`src/rtl/ctr_seq_pkg.sv`:
```
// +--------------------------------------------------------------+
// | ctr_seq_pkg : shared types and default widths for the CTR     |
// | block sequencer.                               rev 1.0        |
// +--------------------------------------------------------------+
`default_nettype none

package ctr_seq_pkg;

  localparam int C_BLOCK_W        = 128;
  localparam int C_CNT_W          = 64;
  localparam int C_LEN_W          = 16;
  localparam int C_TIMEOUT_CYCLES = 1024;

  typedef enum logic [2:0] {
    S_IDLE   = 3'd0,
    S_LOAD   = 3'd1,
    S_KICK   = 3'd2,
    S_RUN    = 3'd3,
    S_OUT    = 3'd4,
    S_FINISH = 3'd5,
    S_ABORT  = 3'd6
  } state_t;

endpackage

`default_nettype wire

```
`src/rtl/ctr_seq_timeout.sv`:
```
// +--------------------------------------------------------------+
// | ctr_seq_timeout : loadable up-counter with clear, enable and  |
// | terminal-count flag.                           rev 1.0        |
// +--------------------------------------------------------------+
`default_nettype none

module ctr_seq_timeout #(
  parameter int TIMEOUT_CYCLES = 1024,
  parameter int COUNT_W        = (TIMEOUT_CYCLES > 1) ? $clog2(TIMEOUT_CYCLES) : 1
) (
  input  logic               clk,
  input  logic               rst_n,
  input  logic               i_clr,
  input  logic               i_en,
  input  logic               i_load,
  input  logic [COUNT_W-1:0] i_load_val,
  output logic               o_tc
);

  localparam logic [COUNT_W-1:0] C_LAST = COUNT_W'(TIMEOUT_CYCLES - 1);

  logic [COUNT_W-1:0] r_count;

  always_ff @(posedge clk or negedge rst_n) begin
    if (!rst_n) begin
      r_count <= '0;
    end else if (i_clr) begin
      r_count <= '0;
    end else if (i_load) begin
      r_count <= i_load_val;
    end else if (i_en) begin
      r_count <= r_count + 1'b1;
    end
  end

  assign o_tc = (r_count == C_LAST);

endmodule

`default_nettype wire

```
`src/rtl/ctr_block_sequencer.sv`:
```
// +--------------------------------------------------------------+
// | ctr_block_sequencer : streams plaintext blocks through the    |
// | Twofish CTR core, one reset/run cycle per block.  rev 1.0     |
// +--------------------------------------------------------------+
`default_nettype none

module ctr_block_sequencer
  import ctr_seq_pkg::*;
#(
  parameter int BLOCK_W        = C_BLOCK_W,
  parameter int CNT_W          = C_CNT_W,
  parameter int LEN_W          = C_LEN_W,
  parameter int TIMEOUT_CYCLES = C_TIMEOUT_CYCLES
) (
  input  logic               clk,
  input  logic               rst_n,
  input  logic               i_start,
  input  logic [BLOCK_W-1:0] i_iv,
  input  logic [BLOCK_W-1:0] i_key,
  input  logic [CNT_W-1:0]   i_first_block,
  input  logic [LEN_W-1:0]   i_n_blocks,
  input  logic               i_in_valid,
  output logic               o_in_ready,
  input  logic [BLOCK_W-1:0] i_in_data,
  output logic               o_out_valid,
  input  logic               i_out_ready,
  output logic [BLOCK_W-1:0] o_out_data,
  output logic               o_out_last,
  output logic               o_core_rst,
  output logic [BLOCK_W-1:0] o_core_iv,
  output logic [BLOCK_W-1:0] o_core_key,
  output logic [BLOCK_W-1:0] o_core_text,
  output logic [CNT_W-1:0]   o_core_block_number,
  input  logic [BLOCK_W-1:0] i_core_text_o,
  input  logic               i_core_end,
  output logic               o_busy,
  output logic               o_done,
  output logic               o_timeout_err,
  output logic [LEN_W-1:0]   o_blocks_done
);

  localparam int C_TO_W = (TIMEOUT_CYCLES > 1) ? $clog2(TIMEOUT_CYCLES) : 1;

  state_t             r_state;
  state_t             w_state_nxt;
  logic [BLOCK_W-1:0] r_iv;
  logic [BLOCK_W-1:0] r_key;
  logic [BLOCK_W-1:0] r_text;
  logic [CNT_W-1:0]   r_block_num;
  logic [LEN_W-1:0]   r_n_blocks;
  logic [LEN_W-1:0]   r_blocks_done;
  logic [BLOCK_W-1:0] r_out_data;
  logic               r_out_last;
  logic               r_timeout_err;
  logic               r_zero_done;
  logic               w_tc;
  logic               w_cnt_clr;
  logic               w_cnt_en;

  ctr_seq_timeout #(
    .TIMEOUT_CYCLES (TIMEOUT_CYCLES),
    .COUNT_W        (C_TO_W)
  ) u_timeout (
    .clk        (clk),
    .rst_n      (rst_n),
    .i_clr      (w_cnt_clr),
    .i_en       (w_cnt_en),
    .i_load     (1'b0),
    .i_load_val ({C_TO_W{1'b0}}),
    .o_tc       (w_tc)
  );

  always_ff @(posedge clk or negedge rst_n) begin
    if (!rst_n) begin
      r_state <= S_IDLE;
    end else begin
      r_state <= w_state_nxt;
    end
  end

  always_comb begin
    w_state_nxt = r_state;
    o_in_ready  = 1'b0;
    o_out_valid = 1'b0;
    o_core_rst  = 1'b1;
    o_busy      = 1'b1;
    o_done      = 1'b0;
    w_cnt_clr   = 1'b0;
    w_cnt_en    = 1'b0;
    unique case (r_state)
      S_IDLE: begin
        o_busy = 1'b0;
        o_done = r_zero_done;
        if (i_start && (i_n_blocks != '0)) w_state_nxt = S_LOAD;
      end
      S_LOAD: begin
        o_in_ready = 1'b1;
        if (i_in_valid) w_state_nxt = S_KICK;
      end
      S_KICK: begin
        w_cnt_clr   = 1'b1;
        w_state_nxt = S_RUN;
      end
      S_RUN: begin
        o_core_rst = 1'b0;
        w_cnt_en   = 1'b1;
        // a finishing core takes priority over a timeout in the same cycle
        if (i_core_end)  w_state_nxt = S_OUT;
        else if (w_tc)   w_state_nxt = S_ABORT;
      end
      S_OUT: begin
        o_out_valid = 1'b1;
        if (i_out_ready) w_state_nxt = r_out_last ? S_FINISH : S_LOAD;
      end
      S_FINISH: begin
        o_done      = 1'b1;
        w_state_nxt = S_IDLE;
      end
      S_ABORT: begin
        o_done      = 1'b1;
        w_state_nxt = S_IDLE;
      end
      default: w_state_nxt = S_IDLE;
    endcase
  end

  always_ff @(posedge clk or negedge rst_n) begin
    if (!rst_n) begin
      r_iv          <= '0;
      r_key         <= '0;
      r_text        <= '0;
      r_block_num   <= '0;
      r_n_blocks    <= '0;
      r_blocks_done <= '0;
      r_out_data    <= '0;
      r_out_last    <= 1'b0;
      r_timeout_err <= 1'b0;
      r_zero_done   <= 1'b0;
    end else begin
      r_zero_done <= 1'b0;
      unique case (r_state)
        S_IDLE: begin
          if (i_start) begin
            r_iv          <= i_iv;
            r_key         <= i_key;
            r_block_num   <= i_first_block;
            r_n_blocks    <= i_n_blocks;
            r_blocks_done <= '0;
            r_timeout_err <= 1'b0;
            r_zero_done   <= (i_n_blocks == '0);
          end
        end
        S_LOAD: begin
          if (i_in_valid) r_text <= i_in_data;
        end
        S_RUN: begin
          if (i_core_end) begin
            r_out_data <= i_core_text_o;
            r_out_last <= (r_blocks_done == (r_n_blocks - 1'b1));
          end else if (w_tc) begin
            r_timeout_err <= 1'b1;
          end
        end
        S_OUT: begin
          if (i_out_ready) begin
            r_blocks_done <= r_blocks_done + 1'b1;
            r_block_num   <= r_block_num + 1'b1;
          end
        end
        S_FINISH: r_out_last <= 1'b0;
        default: ;
      endcase
    end
  end

  assign o_out_data          = r_out_data;
  assign o_out_last          = r_out_last;
  assign o_core_iv           = r_iv;
  assign o_core_key          = r_key;
  assign o_core_text         = r_text;
  assign o_core_block_number = r_block_num;
  assign o_timeout_err       = r_timeout_err;
  assign o_blocks_done       = r_blocks_done;

endmodule

`default_nettype wire

```
`config.mk`:
```
export PLATFORM = sky130hd
export DESIGN_NAME = ctr_block_sequencer
export DESIGN_NICKNAME = d
export VERILOG_FILES = /design/src/rtl/ctr_seq_pkg.sv /design/src/rtl/ctr_seq_timeout.sv /design/src/rtl/ctr_block_sequencer.sv
export SDC_FILE = /design/constraint.sdc
export NUM_CORES = 1
export LEC_CHECK = 0
export CORE_AREA = 3 3 468 470
export CTS_BUF_LIST = sky130_fd_sc_hd__clkbuf_16
export CTS_CLUSTER_DIAMETER = 120
export CTS_CLUSTER_SIZE = 30
export DETAILED_ROUTE_END_ITERATION = 12
export DIE_AREA = 0 0 471 473
export PLACE_DENSITY = 0.4
export SYNTH_ARGS = -nofsm -noshare
export SYNTH_HDL_FRONTEND = slang
export SYNTH_SLANG_ARGS = --single-unit
```
`constraint.sdc`:
```
create_clock -name clk -period 4.7 [get_ports clk]
set_input_delay 0.705 -clock clk [delete_from_list [all_inputs] [get_ports clk]]
set_output_delay 0.705 -clock clk [all_outputs]
set_load 0.1 [all_outputs]
```
# Word-level counts from Yosys, hierarchy flattened
# Index checks and enable logic that the tools add are counted.
[op_classes]
n_addsub = 4
mux = 30
eq_ne = 16
reduce_logical = 16
[op_table]
columns = ["op", "count"]
rows = [
  ["two-way mux 64 bit", 2],
  ["case mux 64 bit (2 select lines)", 1],
  ["adder 64 x 1 -> 64 bit (second input constant)", 1],
  ["two-way mux 16 bit", 2],
  ["case mux 16 bit (2 select lines)", 1],
  ["two-way mux 10 bit", 2],
  ["two-way mux 3 bit", 6],
  ["adder 16 x 1 -> 16 bit (second input constant)", 1],
  ["== test 16 bit", 1],
  ["logical NOT 16 bit", 1],
  ["nonzero test 16 bit", 1],
  ["subtractor 16 x 1 -> 16 bit (second input constant)", 1],
  ["case mux 3 bit (5 select lines)", 1],
  ["two-way mux 1 bit", 12],
  ["inequality test 2 bit (second input constant)", 6],
  ["adder 10 x 1 -> 10 bit (second input constant)", 1],
  ["== test 10 bit (second input constant)", 1],
  ["== test 3 bit (second input constant)", 3],
  ["AND reduction 2 bit", 4],
  ["AND reduction 4 bit", 2],
  ["nonzero test 2 bit", 4],
  ["== test 3 x 2 -> 1 bit (second input constant)", 2],
  ["case mux 1 bit (2 select lines)", 3],
  ["== test 3 x 1 -> 1 bit (second input constant)", 1],
  ["6 further kinds", 6],
]
[word_totals]
reg_bits = 624
out_inout_bits = 599

# Depth between registers and ports, before layout
# Gate-level depths: netlist of run 1.
[logic_depth]
ltp_word = 4
ltp_mapped = 9

# By module
# A second synthesis of run 1 with hierarchy kept.
[unflattened]
hier_cells = 2497
area_unflattened_um2 = 26120.1
[modules_own_cells]
columns = ["mod", "n_inst", "area_each_um2", "seq_area_each_um2", "cells_each"]
rows = [
  ["ctr_block_sequencer", 1, 25532.0, 15364.7, 2433],
  ["ctr_seq_timeout", 1, 588.1, 250.2, 64],
]

# Least setup slack after synthesis of run 1
# Ideal clock, no wire load.
[synth_path]
kind = "register to output"
startpoint = "register r_state[1]"
endpoint = "output port o_done"
t_required_ns = 3.995
slack_ns = 1.043
t_arrival_ns = 2.952
stages_incl_launch_ff = 5
path_cell_list = "dfrtp_1 -> clkbuf_1 -> nor3b_1 -> a21oi_1 -> o21ai_0"
[synth_between]
elab_chain_cells = 3
[synth_lines]
columns = ["element", "line", "rtl"]
rows = [
  ["start, declared", "ctr_block_sequencer.sv:44", "state_t r_state;"],
  ["start signal, assigned", "ctr_block_sequencer.sv:77", "r_state <= w_state_nxt;"],
  ["== test 3 bit", "ctr_block_sequencer.sv:90", "unique case (r_state)"],
  ["OR reduction 2 bit (no source line)", "n/a", ""],
  ["case mux 1 bit (2 select lines) *", "ctr_block_sequencer.sv:90", ""],
  ["end, declared", "ctr_block_sequencer.sv:37", "output logic o_done,"],
]
# Every way passes the cells marked *; elsewhere a longest branch is shown, timed or not.

# Worst setup path in the final report of run 1
[layout_path]
startpoint = "register r_state[2]"
endpoint = "output port o_core_rst"
[layout_between]
elab_chain_cells = 2
[layout_lines]
columns = ["element", "line", "rtl"]
rows = [
  ["== test 3 x 2 -> 1 bit", "ctr_block_sequencer.sv:90", ""],
  ["two-way mux 1 bit", "ctr_block_sequencer.sv:90", ""],
  ["end, declared", "ctr_block_sequencer.sv:29", "output logic o_core_rst,"],
]
# No other way between the ends.

==> impl_metrics.tcl, run 1 <==
set metrics [dict create \
    yosysTopAreaCell "dfrtp_1" \
    crit_path_start "r_state[2]" \
    muxShareOfSynthArea_pct 11.7 \
    synthXorXnorAreaFrac_pct 1.08 \
    syn_area_um2 25900 \
    die_h_um 473 \
    ys_ff_latch 624 \
    synth.top_cell.area_share_pct 60.2 \
    port_buffers 1196 \
    syn-mean-instance-area_um2 10.4 \
    start_kind "flop" \
    final_cell_mix "1,122 x clkdlybuf4s50_1, 901 x nand2_1, 624 x dfrtp_1" \
    syn-num-nets 3105 \
    synth_edf_count 0 \
    rows 170 \
    drive_gt1_share_pct 12.6 \
    relSlewSlack_pct 17.1 \
    reg2reg_depth 6 \
    postRouteAntennaNets 0 \
    ys.flop_type "dfrtp_1" \
    worstSetupPathType "flop to primary output" \
    cp_data_required_time_ns 3.99 \
    yosysUniqueCellTypes 62 \
    fin_ws_ns 1.02 \
    end_kind "primary output" \
    hold_buffers 0 \
    slowest_stage "clkdlybuf4s50_1" \
    cts_made_buffers 39 \
    fin_crit_sh_pct 78.2 \
    netlist_instances 2503 \
    yosys_warnings 0 \
    clk_path_buf_depth 3 \
    wire_per_inst_um 25.7 \
    yosys.area_share.simple_pct 19.3 \
    worstPathCellList "nor2b_1 > nand2_1 > clkdlybuf4s50_1" \
    drt-vias-per-instance 3.65 \
    grt_pass1_wl_mm 225 \
    worst_pin_slew_ns 1.24 \
    grt_overflow_total 0 \
    yosysSeqAreaShare_pct 60.2 \
    initial_core_util_pct 12.1 \
    r2r_start "r_state[0]" \
    synthTopCellsByArea "dfrtp_1 60%, nand2_1 13%, mux2_2 11%" \
    final.min_clock_period_ns 3.68 \
    synth-compound-area-share_pct 5.28 \
    die_w_um 471 \
    fmax_mhz 272 \
    num_vias 23800 \
    crit_arrival_ns 2.97 \
    die-area_um2 223000 \
    worstPathMaxFanout 14 \
    wirelength_mm 168 \
    cts_tree "built" \
    area_delta_synth_final_pct 64.5 \
    finalHoldViolations 0 \
    finalClockSkew_ns 0.0637 \
    grtUsageTotal_pct 14.5 \
    ios 1197 \
    clock-sinks 624 \
    cts-root-buf "clkbuf_16" \
    tns_ns 0 \
    clk_latency_ns 0.69 \
    ys_async_sr_fraction_pct 100 \
    rsz0062_at_grt "no" \
    dr.pass1.iters 6 \
    hpwl_mm 137 \
    htree_levels 2 \
    clkTransAtPathRegs_ns 0.10 \
    final_max_slew_viol_count 0 \
    cap_viol_max_count 0 \
    cts_resized 0 \
    hold_path.class "primary input to async pin" \
    grt_max_degree 118 \
    cts_setup_buffers 0 \
    antenna_found_initial 66 \
    setup.worst_path.end "o_core_rst" \
    ff2ff_setup_slack_ns 1.50 \
    coreArea_um2 215000 \
    synth_top_family_by_area "simple AND/OR/NAND/NOR gates" \
    timing.rr.end "o_core_key[113]" \
    final_common_cell "clkdlybuf4s50_1" \
    status "completed" \
    pre_cts_slack_ns 1.41 \
    grt_pass1_vias 24500 \
    setup_viol 0 \
    max_stage_delay_ns 1.24 \
    synth_fa_ha_area_share_pct 0.193 \
    nets 4248 \
    route.detailed.drc 0 \
    drtIter0Drc 1457 \
    gp_routability_congestion 0.913 \
]
[worst min-delay path by stage]
stage	startpoint	to	slack (ns)
final	rst_n	o_core_block_number[18]	0.02
after global routing	rst_n	o_core_block_number[18]	0.04
after CTS	rst_n	o_core_block_number[18]	0.02
after detailed placement	o_core_iv[121]	o_core_iv[121]	0.46
after global placement	o_core_key[29]	o_core_key[29]	0.46
after floorplan	rst_n	o_blocks_done[0]	0.41
[sequential cells by signal, indices dropped and copies added (netlist names), 10 cells and up]
register and cells:
o_blocks_done 16, o_core_block_number 64, u_timeout.r_count 10, r_n_blocks 16
o_core_iv 128, o_core_key 128, o_out_data 128, o_core_text 128
[stage by stage]
stage	cells	instance area [µm²]	utilization, %	hold slack [ns]
floorplan	2503	25900	-	0.409
global placement	6443	41300	19.2	0.457
detailed placement	6443	41300	19.2	0.461
CTS	6515	42700	19.9	0.0184
global route	6520	42700	19.9	0.0403
finish	6528	42700	19.9	0.0244
[per-layer routing]
metal	GRT usage, %	wire (µm)	vias to the layer above
met5	0	325	-
met4	3.02	3280	50
met3	4.67	13300	199
met2	23.9	79400	929
met1	18.4	71400	12000
li1	-	-	10700
[cells by family (layout without fill, tap and decap cells)]
logic type      Yosys count  in the layout
fa+ha+maj                 4              4
flops                   624            624
simple gates           1196           1196
other cells               0             13
xor+xnor                 32             32
compound gates          219            219
buf+inv                 158           1332
mux                     270            270
[cell type report]
class	count	area, µm²
fillers	23700	172000
inverters	17	63.8
well taps	2838	3550
clock buffers	39	976
flip-flops and latches	624	15600
repair buffers	1243	12300
clock inverters	33	420
multi-input cells	1721	9760
diodes	13	32.5
[synth_stat cells, types with 14 or more instances]
cell,n
clkbuf_1,119
nand2_1,904
nor4_1,18
buf_1,19
nor2_1,79
o21ai_0,49
nand3_1,52
inv_1,17
mux2_2,258
o22ai_1,22
dfrtp_1,624
nand4_1,36
xor2_1,18
a21oi_1,67
xnor2_1,14
nor3_1,33
and3_1,21
[critical path: cells and delay by family, from the launching register on]
family / cells / cell delay (ns)
buffers and inverters: 1 / 1.24
AND/OR/NAND/NOR: 2 / 0.37
flip-flops: 1 / 0.71
Power of run 1 is not shown: default switching activity piles up to over one toggle a cycle in this logic, so the estimate is an artifact.
==> run 2: changes to the inputs <==
- PLACE_DENSITY: 0.4 -> 0.41
- clock period: 4.7 -> 3.3 ns (I/O delays scaled with it)
==> run 2 against run 1 <==
Clock skew decreased by 0.026 ns; wire length decreased by 3.5%; non-clock buffer count increased by 56; critical path depth increased by 1; via count decreased by 0.26%; critical endpoint is now o_out_valid; largest cell class unchanged.
==> impl_metrics.tcl, run 2 (synthesized netlist as in run 1, its figures left out) <==
set metrics [dict create \
    cts-root-buf "clkbuf_16" \
    worstSetupPathType "flop to primary output" \
    grt_pass1_vias 24300 \
    hpwl_mm 134 \
    die-area_um2 223000 \
    setup_viol 0 \
    rows 170 \
    cts_setup_buffers 0 \
    status "completed" \
    nets 4294 \
    wirelength_mm 162 \
    rsz0062_at_grt "no" \
    port_buffers 1196 \
    fin_crit_sh_pct 90.1 \
    r2r_start "o_core_block_number[10]" \
    cap_viol_max_count 0 \
    final_cell_mix "902 x nand2_1, 742 x clkdlybuf4s50_1, 624 x dfrtp_1" \
    cts_tree "built" \
    start_kind "flop" \
    finalHoldViolations 0 \
    pre_cts_slack_ns 0.456 \
    num_vias 23800 \
    timing.rr.end "o_core_block_number[37]" \
    hp-start "i_key[108]" \
    final_util_pct 19.5 \
    htree_levels 1 \
    end_kind "primary output" \
    ff2ff_setup_slack_ns 0.66 \
    clk_path_buf_depth 3 \
    final_common_cell "nand2_1" \
    fin_ws_ns 0.328 \
    drtIter0Drc 1266 \
    ios 1197 \
    gp_routability_congestion 0.924 \
    finalClockSkew_ns 0.0380 \
    worst_pin_slew_ns 1.04 \
    relSlewSlack_pct 30.6 \
    coreArea_um2 215000 \
    initial_core_util_pct 12.1 \
    grt_pass1_wl_mm 217 \
    fmax_mhz 336 \
    grtUsageTotal_pct 13.8 \
    grt_max_degree 79 \
    dpl_cell_area_um2 41000 \
    final_area_um2 42000 \
    clkTransAtPathRegs_ns 0.14 \
    clock-sinks 624 \
    cts_resized 0 \
    grt_overflow_total 0 \
    hold_path.class "primary input to flop" \
    worstPathMaxFanout 35 \
    setup.worst_path.end "o_out_valid" \
    wire_per_inst_um 24.7 \
    final_max_slew_viol_count 0 \
    drive_gt1_share_pct 23.6 \
    final.min_clock_period_ns 2.97 \
    area_delta_synth_final_pct 61.7 \
    crit_arrival_ns 2.48 \
    reg2reg_depth 8 \
    drt-vias-per-instance 3.62 \
    die_w_um 471 \
    die_h_um 473 \
    dr.pass1.iters 5 \
    fin_cells 6561 \
    crit_path_start "r_state[2]" \
    postRouteAntennaNets 0 \
    cp_data_required_time_ns 2.80 \
    place_inst 6498 \
    clk_latency_ns 0.72 \
    route.detailed.drc 0 \
    cts_made_buffers 29 \
    antenna_found_initial 65 \
]
run 2: cell count changes in the layout (fill, tap and decap cells not counted), sizes merged:
| cell | before | now |
|---|---|---|
| dlygate4sd3 | 0 | 1 |
| clkbuf | 40 | 29 |
| bufinv | 2 | 1 |
| clkinvlp | 2 | 1 |
| diode | 13 | 16 |
| clkdlybuf4s50 | 1122 | 742 |
| inv | 31 | 22 |
| clkinv | 15 | 10 |
| buf | 120 | 556 |
run 2: area by class of cell:
type | count | area, µm²
clock buffers | 29 | 726
multi-input cells | 1721 | 9770
clock inverters | 17 | 243
inverters | 17 | 63.8
repair buffers | 1299 | 12000
diodes | 16 | 40.0
flip-flops and latches | 624 | 15600
well taps | 2838 | 3550
fillers | 23800 | 173000
run 2: how the worst min path moves through the flow:
| stage | end | cells after the start | slack (ns) |
|---|---|---|---|
| finish | o_core_key[108] | 3 | 0.29 |
| global route | o_core_key[108] | 3 | 0.23 |
| detailed placement | o_core_iv[65] | 2 | 0.46 |
| floorplan | o_blocks_done[0] | 0 | 0.20 |
| global placement | o_core_key[78] | 2 | 0.46 |
| CTS | o_core_key[108] | 3 | 0.19 |
run 2: per-layer routing:
layer	routed length [µm]	GRT usage, %	vias up
met1	66000	17.0	11900
li1	-	-	10800
met2	77600	23.3	957
met3	14300	4.81	152
met4	3750	2.87	52
met5	310	0	-
run 2: worst max-delay path, cell delays in order (launching register included):
cell and delay, ns:
dfrtp_1 0.65, nand2_1 0.35, inv_2 0.31, buf_12 0.24
buf_12 0.20
run 2: timing repair:
item / CTS / global route
hold buffers: 1 / 0
endpoints found under the setup margin: 0 / 0
endpoints found under the hold margin: 48 / 0
run 2: through the flow:
| stage | hold WS, ns | TNS [ns] |
|---|---|---|
| 5_1_grt | 0.228 | 0 |
| 2_1_floorplan | 0.199 | 0 |
| 4_1_cts | 0.193 | 0 |
| 3_3_place_gp | 0.457 | -2.29 |
| 6_report | 0.290 | 0 |
| 3_5_place_dp | 0.462 | 0 |
Power of run 2 is left out for the same reason.
==> run 3: changes to the inputs <==
- SKIP_LAST_GASP: default -> 1
- SLEW_MARGIN: default -> 20
==> run 3 against run 2 <==
Register-to-register slack better by 0.02 ns; core utilization up 0.067 points; critical path depth unchanged; die area unchanged; clock skew up 0.010 ns; first-iteration DRC count up 12%; via count about the same; worst hold slack worse by 0.016 ns; global-route usage about the same; largest cell class unchanged; count of clock-buffer cells in the layout up 2; cell count up 0.12%; sequential share of layout area down 0.13 points; critical endpoint unchanged.
==> impl_metrics.tcl, run 3 (synthesized netlist as in run 1, its figures left out) <==
set metrics [dict create \
    final_max_slew_viol_count 0 \
    end_kind "primary output" \
    worst_pin_slew_ns 1.04 \
    grt_overflow_total 0 \
    finalClockSkew_ns 0.0484 \
    area_delta_synth_final_pct 62.3 \
    num_vias 23800 \
    relSlewSlack_pct 30.5 \
    fin_crit_sh_pct 90.3 \
    drt-vias-per-instance 3.62 \
    final_area_um2 42100 \
    final_common_cell "nand2_1" \
    wirelength_mm 162 \
    grt_max_degree 79 \
    cts-root-buf "clkbuf_16" \
    cts_made_buffers 31 \
    crit_arrival_ns 2.48 \
    worstPathCellList "nand2_1 > inv_2 > buf_12 > buf_12" \
    nets 4296 \
    htree_levels 1 \
    postRouteAntennaNets 0 \
    setup_viol 0 \
    grt_pass1_wl_mm 217 \
    hold_path.class "primary input to flop" \
    cap_viol_max_count 0 \
    ios 1197 \
    drive_gt1_share_pct 23.7 \
    tns_ns 0 \
    die-area_um2 223000 \
    rsz0062_at_grt "no" \
    final_cell_mix "902 x nand2_1, 742 x clkdlybuf4s50_1, 624 x dfrtp_1" \
    finalHoldViolations 0 \
    worstPathMaxFanout 35 \
    drtIter0Drc 1423 \
    dr.pass1.iters 5 \
    cts_setup_buffers 0 \
    status "completed" \
    coreArea_um2 215000 \
    die_h_um 473 \
    grtUsageTotal_pct 13.8 \
    clk_path_buf_depth 3 \
    rows 170 \
    fin_ws_ns 0.320 \
    pre_cts_slack_ns 0.472 \
    start_kind "flop" \
    clk_latency_ns 0.73 \
    initial_core_util_pct 12.1 \
    cp_data_required_time_ns 2.80 \
    antenna_found_initial 62 \
    path_common_cell "buf_12" \
    clkTransAtPathRegs_ns 0.13 \
    max_stage_delay_ns 0.65 \
    cts_tree "built" \
    crit_family "buffers and inverters" \
    slowest_stage "dfrtp_1" \
    port_buffers 1196 \
    crit_buf_inv 3 \
    fmax_mhz 336 \
    final_util_pct 19.6 \
    clock-sinks 624 \
    grt_pass1_vias 24100 \
    wire_per_inst_um 24.7 \
    worstSetupPathType "flop to primary output" \
    dpl_cell_area_um2 41000 \
    hpwl_mm 133 \
    gp_routability_congestion 0.924 \
    final.min_clock_period_ns 2.98 \
    die_w_um 471 \
    route.detailed.drc 0 \
]
==> run 3: per-stage QoR <==
stage	cells	hold WS, ns
after floorplan	2503	0.199
after global placement	6497	0.457
after detailed placement	6498	0.462
after CTS	6550	0.180
after global routing	6553	0.217
final	6569	0.274
==> run 3: metal layers <==
layer  routed length [µm]  up-vias  global-route usage (%)
met5                  265        -                       0
met4                 3900       48                    2.91
met3                12400      154                    4.54
met2                76900      901                    23.2
met1                68400    11900                    17.3
li1                     -    10800                       -
==> run 3: area by class of cell <==
type                    count  area [µm²]
flip-flops and latches    624       15600
clock buffers              31         776
inverters                  17        63.8
clock inverters            20         329
fillers                 23600      173000
multi-input cells        1721        9770
repair buffers           1299       12000
diodes                     19        47.5
well taps                2838        3550
==> run 3: path summary, 6_finish.rpt <==
| kind | depth (start not counted) | slack (ns) | end | from |
|---|---|---|---|---|
| hold reg to reg | 2 | 0.48 | o_core_iv[10] | o_core_iv[10] |
| min in group asynchronous | 2 | 0.41 | o_core_block_number[20] | rst_n |
| max in group asynchronous | 3 | 1.85 | o_core_iv[126] | rst_n |
| setup / recovery | 4 | 0.32 | o_out_valid | r_state[2] |
| setup reg to reg | 8 | 0.68 | o_core_block_number[37] | o_core_block_number[13] |
| hold / removal | 3 | 0.27 | o_core_iv[41] | i_iv[41] |
==> run 3: worst reg2reg max path: cells and delay by family, from the launching register on <==
| family | cells | cell delay (ns) |
|---|---|---|
| AO/OA/AOI/OAI | 2 | 0.40 |
| buffers and inverters | 2 | 0.46 |
| flip-flops | 1 | 0.51 |
| AND/OR/NAND/NOR | 4 | 1.17 |
==> run 3: what timing repair did <==
action / in CTS / in global routing
hold endpoints to repair: 48 / 0
hold buffers: 1 / 0
setup endpoints to repair: 0 / 0
resized for setup: 0 / 0
Power of run 3 is left out for the same reason.
